## config.mk

```make
export PLATFORM = sky130hd
export DESIGN_NAME = uart_tx
export DESIGN_NICKNAME = d
export VERILOG_FILES = /design/src/rtl/uart_tx.sv
export SDC_FILE = /design/constraint.sdc
export NUM_CORES = 1
export LEC_CHECK = 0
export ABC_AREA = 0
export ABC_CLOCK_PERIOD_IN_PS = 3300
export CAP_MARGIN = 10
export CORE_ASPECT_RATIO = 1.2
export CORE_MARGIN = 2
export CORE_UTILIZATION = 30
export CTS_BUF_LIST = sky130_fd_sc_hd__clkbuf_2 sky130_fd_sc_hd__clkbuf_4 sky130_fd_sc_hd__clkbuf_8
export DETAILED_ROUTE_END_ITERATION = 10
export HOLD_SLACK_MARGIN = 0.08
export PLACE_DENSITY = 0.51
export SETUP_SLACK_MARGIN = 0.5
export SKIP_LAST_GASP = 1
export SLEW_MARGIN = 20
export SYNTH_ARGS = -nofsm -noshare
export SYNTH_HDL_FRONTEND = slang
export SYNTH_SLANG_ARGS = --single-unit
```

## constraint.sdc

```tcl
create_clock -name clk -period 3.3 [get_ports clk]
set_input_delay 0.33 -clock clk [delete_from_list [all_inputs] [get_ports clk]]
set_output_delay 0.33 -clock clk [all_outputs]
set_load 0.1 [all_outputs]
```

## src/rtl/uart_tx.sv

```systemverilog
// UART transmitter with a small byte FIFO in front of an 8N1 serializer.
//
//   state | meaning
//   ------+-------------------------------------------------------------
//   IDLE  | line high, waiting for the FIFO to hold a byte
//   START | start bit (0) on the line
//   DATA  | data bits 0..7 shifted out LSB first, bit_idx tracks position
//   STOP  | stop bit (1); at its end chain into the next frame if queued
module uart_tx #(
   parameter int CLKS_PER_BIT = 87,
   parameter int FIFO_DEPTH   = 4
) (
   input  logic                          clk,
   input  logic                          resetn,
   input  logic [7:0]                    tx_data,
   input  logic                          tx_valid,
   output logic                          tx_ready,
   output logic                          TXD,
   output logic                          busy,
   output logic [$clog2(FIFO_DEPTH):0]   fifo_count
);

   localparam int AW = $clog2(FIFO_DEPTH);
   localparam int CW = $clog2(CLKS_PER_BIT);
   localparam logic [CW-1:0] BAUD_LAST = CW'(CLKS_PER_BIT - 1);
   localparam logic [AW:0]   DEPTH_C   = (AW+1)'(FIFO_DEPTH);

   typedef enum logic [1:0] {IDLE, START, DATA, STOP} state_t;

   state_t         state, state_nxt;
   logic [CW-1:0]  baud, baud_nxt;
   logic [2:0]     bit_idx, bit_idx_nxt;
   logic [7:0]     shreg, shreg_nxt;
   logic           txd_q, txd_nxt;

   logic [7:0]     mem [FIFO_DEPTH];
   logic [AW-1:0]  wr_ptr, rd_ptr;
   logic [AW:0]    count;
   logic           push, pop, baud_done, fifo_nonempty;

   assign tx_ready      = (count < DEPTH_C);
   assign push          = tx_valid && tx_ready;
   assign fifo_nonempty = (count != '0);
   assign baud_done     = (baud == BAUD_LAST);

   assign TXD        = txd_q;
   assign busy       = (state != IDLE) || fifo_nonempty;
   assign fifo_count = count;

   // FIFO storage; contents are don't-care until written, so no reset
   always_ff @(posedge clk) begin
      if (push) mem[wr_ptr] <= tx_data;
   end

   // FIFO pointers and occupancy; a simultaneous push and pop leaves count unchanged
   always_ff @(posedge clk or negedge resetn) begin
      if (!resetn) begin
         wr_ptr <= '0;
         rd_ptr <= '0;
         count  <= '0;
      end else begin
         if (push) wr_ptr <= wr_ptr + AW'(1);
         if (pop)  rd_ptr <= rd_ptr + AW'(1);
         case ({push, pop})
            2'b10:   count <= count + (AW+1)'(1);
            2'b01:   count <= count - (AW+1)'(1);
            default: count <= count;
         endcase
      end
   end

   // serializer state register; TXD is registered so the line never glitches
   always_ff @(posedge clk or negedge resetn) begin
      if (!resetn) begin
         state   <= IDLE;
         baud    <= '0;
         bit_idx <= '0;
         shreg   <= '0;
         txd_q   <= 1'b1;
      end else begin
         state   <= state_nxt;
         baud    <= baud_nxt;
         bit_idx <= bit_idx_nxt;
         shreg   <= shreg_nxt;
         txd_q   <= txd_nxt;
      end
   end

   // next-state, baud timing, FIFO pop and next line level
   always_comb begin
      state_nxt   = state;
      baud_nxt    = baud;
      bit_idx_nxt = bit_idx;
      shreg_nxt   = shreg;
      txd_nxt     = txd_q;
      pop         = 1'b0;
      case (state)
         IDLE: begin
            baud_nxt    = '0;
            bit_idx_nxt = '0;
            txd_nxt     = 1'b1;
            if (fifo_nonempty) begin
               pop       = 1'b1;
               shreg_nxt = mem[rd_ptr];
               state_nxt = START;
               txd_nxt   = 1'b0;
            end
         end
         START: begin
            if (baud_done) begin
               baud_nxt    = '0;
               bit_idx_nxt = '0;
               state_nxt   = DATA;
               txd_nxt     = shreg[0];
               shreg_nxt   = {1'b0, shreg[7:1]};
            end else begin
               baud_nxt = baud + CW'(1);
            end
         end
         DATA: begin
            if (baud_done) begin
               baud_nxt = '0;
               if (bit_idx == 3'd7) begin
                  state_nxt = STOP;
                  txd_nxt   = 1'b1;
               end else begin
                  bit_idx_nxt = bit_idx + 3'd1;
                  txd_nxt     = shreg[0];
                  shreg_nxt   = {1'b0, shreg[7:1]};
               end
            end else begin
               baud_nxt = baud + CW'(1);
            end
         end
         STOP: begin
            if (baud_done) begin
               baud_nxt = '0;
               // chain straight into the next start bit when a byte is waiting
               if (fifo_nonempty) begin
                  pop       = 1'b1;
                  shreg_nxt = mem[rd_ptr];
                  state_nxt = START;
                  txd_nxt   = 1'b0;
               end else begin
                  state_nxt = IDLE;
               end
            end else begin
               baud_nxt = baud + CW'(1);
            end
         end
         default: state_nxt = IDLE;
      endcase
   end

endmodule

```

; ---- Word level (Yosys, flattened, before mapping)
; Memories as Yosys holds them, arrays and structs flattened.
; Index checks and enable logic that the tools add are counted.
; Widths: inputs -> output; s select.
[totals]
input_bits = 11
ramBits = 32
mem_count = 1
rom_bits = 0
output_inout_bits = 6
regBits = 28
elab_cells = 74
latch_bits = 0
[classes]
n_bitwise = 0
n_lt_le_gt_ge = 1
n_eq_ne = 14
n_mux = 32
shifts = 0
mul = 0
div_mod_pow = 0
n_reduce_logical = 12
n_addsub = 6
[memory_table]
columns = memory, words, width, rd, rd_clocked_by_memory_dff, write_ports, line_no
row1 = mem, 4, 8, 1, 0, 1, 36  ; logic [7:0] mem [FIFO_DEPTH];
[ops]
columns = op, count
row1 = $mux 8, 5
row2 = $pmux 8 s4, 1
row3 = $ne 2x2->1 const B, 7
row4 = $pmux 7 s2, 1
row5 = $reduce_and 4->1, 3
row6 = $mux 1, 11
row7 = $mux 2, 5
row8 = $mux 3, 3
row9 = $pmux 3 s3, 1
row10 = $pmux 2 s4, 1
row11 = $add 7x1->7 const B, 1
row12 = $eq 7x7->1 const B, 1
row13 = $mux 7, 1
row14 = $add 3x1->3 const B, 2
row15 = $eq 2x2->1 const B, 3
row16 = $pmux 3 s2, 1
row17 = $reduce_bool 3->1, 2
row18 = $reduce_and 5->1, 1
row19 = $add 2x1->2 const B, 2
row20 = $eq 2x1->1 const B, 2
row21 = $pmux 1 s4, 1
row22 = $reduce_bool 2->1, 2
row23 = $eq 3x3->1 const B, 1
row24 = $lt 3x3->1 const B, 1
row25 = other kinds (6), 6

; ---- Depth between registers and ports, before layout
; Gate-level depths: netlist of the first run.
[logic_depth]
word_depth = 6
ltp_mapped = 11
mapped_depth_nobuf = 11

; ---- Worst setup path after synthesis of the first run
; No wires, ideal clock.
[synth_timing]
path_kind = flip-flop to flip-flop
start = register count[0] (netlist: fifo_count[0])
end = register count[2] (netlist: fifo_count[2])
t_arrival_ps = 2417
n_path_buf = 0
required_time_ps = 3144
setup_slack_ps = 727
period_less_slack_ps = 2573
stages_incl_launch_ff = 9
setup_ps = 156
cell_sequence = dfrtp_1 -> nor3_2 -> nor3_1 -> ha_1 -> inv_1 -> fa_1 -> xor2_1 -> nor2_1 -> xnor2_1
[synth_via]
elab_chain_cells = 6
word_cells_on_any_way = 12
classes_between = add/sub (2) / order compare (1) / eq/ne (2) / mux (4) / reduce/logical (3)
[synth_rtl]
columns = item, line_no
row1 = "start, declared", 38  ; logic [AW:0] count;
row2 = "start signal, assigned", 65  ; 2'b10: count <= count + (AW+1)'(1);
row3 = "start signal, assigned", 66  ; 2'b01: count <= count - (AW+1)'(1);
row4 = "start signal, assigned", 67  ; default: count <= count;
row5 = $reduce_bool 3->1 (*), 43  ; assign fifo_nonempty = (count != '0);
row6 = $mux 1 (*), "102, 139"
row7 = $mux 1, 136  ; if (baud_done) begin
row8 = $pmux 1 s2 (*), 97  ; case (state)
row9 = named net pop, 39  ; logic push, pop, baud_done, fifo_nonempty;
row10 = $eq 2x1->1 / $eq 2x2->1 (equally long branches), 64  ; case ({push, pop})
row11 = $pmux 3 s2 / $reduce_bool 2->1 (equally long branches), -
; Mark *: on every way through the listed nets, which the timed path passes. The rest lies on a longest branch.
; A chain may end at the register's enable or synchronous reset.

; ---- Worst setup path after layout of the first run
[layout_timing]
start = register baud[0]
end = register count[2] (netlist: fifo_count[2])
[layout_via]
elab_chain_cells = 5
word_cells_on_any_way = 7
classes_between = eq/ne (3) / mux (3) / reduce/logical (1)
[layout_rtl]
columns = item, line_no
row1 = "start, declared", 31  ; logic [CW-1:0] baud, baud_nxt;
row2 = "start signal, assigned", 82  ; baud <= baud_nxt;
row3 = $eq 7x7->1 (*), 44  ; assign baud_done = (baud == BAUD_LAST);
row4 = $mux 1 (*), 136
row5 = $pmux 1 s2 (*), 97
row6 = named net pop, 39
row7 = $eq 2x1->1 / $eq 2x2->1 (equally long branches), 64
row8 = $pmux 3 s2 / $reduce_bool 2->1 (equally long branches), -
; Marks and branches as above.

==> flow_metrics.py, run 1 <==
metrics = {
    "critical_path": {
        "cp-start-kind": "flop",
        "cp_cell_sequence": "inv_1 -> ha_1 -> and4b_2 -> a31oi_1 -> nor3_1 -> ha_1 -> inv_1 -> fa_1 -> xor2_1 -> nor2_1 -> xnor2_1",
        "endpoint_kind": "flop",
        "worstSetupPathType": "reg -> reg",
        "crit_fanout": 5,
        "critPathMaxStageDelay_ns": 0.41,
        "critPathTopFamily": "adder cells",
        "worst_ep_arrival_time_ns": 2.70,
        "path_buf_inv": 2,
        "cpMaxStageDelayCell": "dfrtp_1",
        "crit_required_ns": 3.56,
    },
    "sta": {
        "finalHoldViolCount": 0,
        "finalClockSkew_ns": 0.004590,
        "post-route-min-period_ns": 2.441,
        "setup_tns_ns": 0,
        "fmax_mhz": 409.6,
        "finalMaxSlewViolations": 0,
        "holdWs_ns": 0.3879,
        "rsz0062_at_grt": "false",
        "fin_crit_sh_pct": 73.98,
        "tightestPinTransition_ns": 0.9709,
        "slew_headroom_pct": 35.07,
        "finalSetupViolations": 0,
    },
    "clock_network": {
        "htreeDepth": 3,
        "clk_pin_slew_worst_paths_ns": 0.07,
        "ctsHoldBuffers": 0,
        "cts_setup_buffers": 0,
        "cts_sinks": 60,
        "clock_path_buffers": 2,
        "clock_latency_ns": 0.33,
        "cts_root_buf": "clkbuf_8",
        "cts_tree": "yes",
        "ctsResizeCount": 0,
        "numCtsBuffers": 9,
    },
    "cells_and_area": {
        "drive_gt1_share_pct": 20.80,
        "diodes": 0,
        "syn2layout_area_growth_pct": 18.31,
        "nFillCells": 866,
        "final_nets": 247,
    },
    "logic_synthesis": {
        "yosysTopAreaCell": "edfxtp_1",
        "synth_edf_count": 32,
        "yosysSeqAreaShare_pct": 60.52,
        "async_flop_share_pct": 46.67,
        "synth_commonest_cells": "edfxtp_1, dfrtp_1, mux2_2",
        "synth_area_um2": 2748,
        "synth_flop_cell": "edfxtp_1",
        "synth.most_common_cell": "edfxtp_1",
        "ys_top_cells_by_area": "edfxtp_1, dfrtp_1, mux2_2",
        "yosysWarnings": 0,
        "synth.avg_cell_area_um2": 13.95,
        "synth-seq-cells": 60,
        "syn_inst": 197,
        "synth_cell_type_count": 37,
        "syn_nets": 223,
        "synth_top_area_share_pct": 34.97,
    },
    "floorplanning": {
        "fp.dieW_um": 91.37,
        "initial_core_util_pct": 30.58,
        "die-height_um": 108.8,
        "core_um2": 8986,
        "io_pins": 17,
        "rows": 38,
        "dieArea_um2": 9944,
    },
    "grt": {
        "grt_max_degree": 29,
        "grt.total_usage_pct": 11.37,
        "grt_pass1_wl_um": 8355,
        "antenna_found_initial": 0,
        "gr-total-overflow": 0,
        "grt_pass1_vias": 1652,
    },
    "drt": {
        "ant_nets": 0,
        "routedLengthMet1_um": 2214,
        "drt-initial-drc-count": 55,
        "dr.pass1.iters": 4,
        "remaining_drc_errors": 0,
        "top_layer": "met4",
        "via_per_inst": 4.494,
        "routedWlPerCell_um": 14.39,
        "dr_wl_met2_um": 2533,
        "wl_met3_um": 123,
        "num_vias": 1555,
        "routed_wl_um": 4978,
    },
    "placed_design": {
        "port_buffers": 16,
        "gp_congestion": 0.6624,
        "hpwl_um": 3285,
    },
    "run": {
        "cap_violations": 0,
    },
    "power": {
        "cellPowerDensity_nw_per_um2": 993.7,
        "vdd_drop_max_v": 0.0004047,
        "p_leak_nw": 1.291,
    },
    "status": {
        "status": "finished, final reports clean",
    },
    "worst_hold_path": {
        "hp-class": "in -> async",
    },
}
[final cells by class]
type                            instances  area (µm²)  area share (%)
Clock buffer                           12       158.9           4.888
Clock inverter                          4       47.55           1.463
Inverter                               12       45.04           1.386
Multi-Input combinational cell        121        1021           31.41
Sequential cell                        60        1663           51.15
Tap cell                              120       150.1           4.619
Timing Repair Buffer                   17       165.2           5.081
[where the power goes]
| group | internal (mW) | switching [mW] |
|---|---|---|
| Clock | 0.396 | 0.278 |
| Sequential | 0.999 | 0.168 |
| Combinational | 0.590 | 0.800 |
| Total | 1.98 | 1.25 |
[final timing paths]
path	from	end	slack (ns)	depth (start not counted)
min in group clk	baud[0]$_DFF_PN0_	baud[0]$_DFF_PN0_	0.49	1
min reg2reg	baud[0]$_DFF_PN0_	baud[0]$_DFF_PN0_	0.49	1
max reg2reg	baud[0]$_DFF_PN0_	fifo_count[2]$_DFFE_PN0P_	0.86	11
max in group asynchronous	resetn	TXD$_DFFE_PN1P_	2.60	2
min	resetn	bit_idx[0]$_DFFE_PN0P_	0.39	2
max	baud[0]$_DFF_PN0_	fifo_count[2]$_DFFE_PN0P_	0.86	11
[flip-flops by register name, summed over array words and instances, names as in the netlist]
register,flops
baud,7
fifo_count,3
wr_ptr,2
shreg,8
rd_ptr,2
bit_idx,3
mem,32
TXD,1
state,2
[cell usage in the layout (no fill, tap or decap), drive strengths merged]
cell            n
and2            4
buf             2
nor4b           1
a31oi           1
a21o            1
and4b           2
nor3            4
mux2i           9
dfstp           1
edfxtp         32
a2bb2oi         1
nand2          15
nor2b           3
clkbuf         12
dfrtp          27
a22o            2
nand3           2
a21oi           3
o21ai           2
clkinv          2
clkinvlp        1
inv            12
bufinv          1
and2b           1
a2111oi         1
xnor2           6
a211oi          2
o221a           7
xor2            5
clkdlybuf4s50  15
mux2           16
fa              1
a221oi          1
nor2           14
and3            1
o31ai           1
ha             14
mux4            1
[cell families after synthesis]
family	synth area share [%]
AO/OA/AOI/OAI	7.469
AND/OR/NAND/NOR	8.424
multiplexers	10.66
buffers and inverters	2.322
XOR/XNOR	3.506
flip-flops	60.52
adder cells (fa/ha/maj)	7.104
[routing by layer]
layer | vias to the layer above | global-route usage (%)
met2 | 21 | 19.05
met3 | 9 | 3.386
met1 | 766 | 12.93
li1 | 759 | -
met4 | 0 | 6.710
met5 | - | 0
[metrics by stage]
stage | cells | total power, mW | util, % | setup WS (ns) | cell area [µm²]
after floorplan | 197 | 2.271 | - | 0.7272 | 2748
after global placement | 330 | 2.578 | 33.88 | 0.9028 | 3044
after detailed placement | 330 | 2.593 | 33.88 | 0.8703 | 3044
after CTS | 346 | 3.279 | 36.17 | 0.8443 | 3251
after global routing | 346 | 3.461 | 36.17 | 0.6253 | 3251
final | 346 | 3.230 | 36.17 | 0.8588 | 3251
[worst reg2reg max path, stage by stage, from the launching register on]
cell and delay (ns):
dfrtp_1 0.41, inv_1 0.07, ha_1 0.13, and4b_2 0.27
a31oi_1 0.12, nor3_1 0.31, ha_1 0.25, inv_1 0.06
fa_1 0.37, xor2_1 0.15, nor2_1 0.11, xnor2_1 0.12
(Power assumes the default switching activity.)
==> run 2, diff against run 1 <==
- ABC_CLOCK_PERIOD_IN_PS: 3300 -> 2200
- PLACE_DENSITY: 0.51 -> 0.53
- clock period: 3.3 -> 2.2 ns (I/O delays scaled with it)
==> run 2 against run 1 <==
Effect of this change: die area did not move; first-iteration DRC count up 11%; highest routed layer unchanged; critical endpoint unchanged; critical path type unchanged; register-to-register slack worse by 0.83 ns; global-route usage decreased by 0.15 points; design area increased by 9.5%.
==> flow_metrics.py, run 2 (same netlist as run 1, synthesis figures left out) <==
metrics = {
    "status": {
        "status": "finished, final reports clean",
    },
    "clock_network": {
        "cts_sinks": 60,
        "clock_latency_ns": 0.34,
        "cts_root_buf": "clkbuf_8",
        "clk_pin_slew_worst_paths_ns": 0.08,
        "htreeDepth": 3,
        "cts_tree": "yes",
        "numCtsBuffers": 9,
        "clock_path_buffers": 2,
    },
    "sta": {
        "fin_crit_sh_pct": 98.91,
        "tightestPinTransition_ns": 0.4305,
        "finalMaxSlewViolations": 0,
        "post-route-min-period_ns": 2.176,
        "slew_headroom_pct": 71.30,
        "finalHoldViolCount": 0,
        "fmax_mhz": 459.5,
        "finalClockSkew_ns": 0.01192,
        "rsz0062_at_grt": "true",
        "setup_tns_ns": 0,
        "finalSetupViolations": 0,
    },
    "grt": {
        "grt_pass1_wl_um": 8521,
        "gr-total-overflow": 0,
        "antenna_found_initial": 0,
        "grt.total_usage_pct": 11.22,
        "grt_pass1_vias": 1694,
        "grt_max_degree": 29,
    },
    "cells_and_area": {
        "layout_commonest_cell": "edfxtp_1",
        "largest_reg_flops": 32,
        "diodes": 0,
        "final_util_pct": 39.61,
        "drive_gt1_share_pct": 39.67,
        "layout_common_cells": "edfxtp_1, dfrtp_1, buf_4",
        "regMostFlops": "mem",
        "syn2layout_area_growth_pct": 29.55,
        "final_nets": 263,
        "reg_top3": "mem x32, shreg x8, baud x7",
        "nFillCells": 856,
    },
    "placed_design": {
        "hpwl_um": 3274,
        "port_buffers": 16,
        "gp_congestion": 0.7509,
    },
    "floorplanning": {
        "rows": 38,
        "initial_core_util_pct": 30.58,
        "die-height_um": 108.8,
        "dieArea_um2": 9944,
        "io_pins": 17,
        "core_um2": 8986,
        "fp.dieW_um": 91.37,
    },
    "drt": {
        "via_per_inst": 4.472,
        "dr.pass1.iters": 4,
        "ant_nets": 0,
        "drt-initial-drc-count": 61,
        "remaining_drc_errors": 0,
        "routed_wl_um": 4933,
        "routedWlPerCell_um": 13.63,
        "num_vias": 1619,
    },
    "power": {
        "vdd_drop_max_v": 0.0005251,
        "p_leak_nw": 1.411,
        "cellPowerDensity_nw_per_um2": 1557,
        "finalPower_mw": 5.542,
    },
    "run": {
        "cap_violations": 0,
    },
    "critical_path": {
        "crit_fanout": 2,
        "cp-start-kind": "flop",
        "crit_required_ns": 2.46,
        "worst_ep_arrival_time_ns": 2.43,
        "worstSetupPathType": "reg -> reg",
        "endpoint_kind": "flop",
        "r2r_cells": 11,
    },
    "worst_hold_path": {
        "hp-class": "in -> async",
    },
}
[run 2: what timing repair did]
| action | CTS | global route |
|---|---|---|
| cloned | 0 | 0 |
| buffers inserted | 3 | 2 |
| resized for setup | 11 | 15 |
| pin swaps | 0 | 9 |
| hold buffers | 0 | 0 |
| endpoints found under the setup margin | 16 | 17 |
[run 2: path summary, 6_finish.rpt]
check	start	end	slack, ns
worst max-delay path	baud[0]$_DFF_PN0_	fifo_count[2]$_DFFE_PN0P_	0.02
worst min-delay path	resetn	baud[5]$_DFF_PN0_	0.26
worst max register to register	baud[0]$_DFF_PN0_	fifo_count[2]$_DFFE_PN0P_	0.02
worst min register to register	bit_idx[1]$_DFFE_PN0P_	bit_idx[1]$_DFFE_PN0P_	0.51
max in group asynchronous	resetn	TXD$_DFFE_PN1P_	1.63
min in group clk	bit_idx[1]$_DFFE_PN0P_	bit_idx[1]$_DFFE_PN0P_	0.51
[run 2: cell type report]
type,instances,area [µm²],area share (%)
Sequential cell,60,1674,47.03
Multi-Input combinational cell,121,1195,33.57
Timing Repair Buffer,33,287.8,8.084
Tap cell,120,150.1,4.218
Clock buffer,9,123.9,3.480
Clock inverter,7,81.33,2.285
Inverter,12,47.55,1.336
[run 2: where the power goes]
| group | internal (mW) | switching, mW | total, mW |
|---|---|---|---|
| Sequential | 1.52 | 0.201 | 1.72 |
| Clock | 0.540 | 0.496 | 1.04 |
| Combinational | 1.31 | 1.48 | 2.79 |
[run 2: critical path: stages, from the launching register on]
cell     delay, ns
dfrtp_1       0.39
inv_2         0.05
ha_1          0.12
and4b_2       0.26
a31oi_4       0.10
nor3_4        0.21
ha_2          0.20
inv_1         0.05
fa_2          0.32
xor2_1        0.14
nor2_1        0.12
xnor2_1       0.12
[run 2: layer usage]
metal  vias to the layer above  track usage [%]  routed length, µm
li1                        798                -                  -
met1                       793            13.68               2271
met2                        18            18.20               2397
met3                        10            3.801                158
met4                         0            4.870                105
met5                         -                0                  0
[run 2: metrics by stage]
step / cells / hold slack, ns / setup slack [ns] / cell area [µm²]
global placement: 341 / 0.4908 / 0.02344 / 3204
CTS: 360 / 0.2752 / -0.02535 / 3471
detailed placement: 341 / 0.4936 / 0.01215 / 3204
floorplan: 197 / -0.07559 / -0.02502 / 2840
finish: 362 / 0.2623 / 0.02393 / 3560
global route: 362 / 0.2878 / -0.1522 / 3560
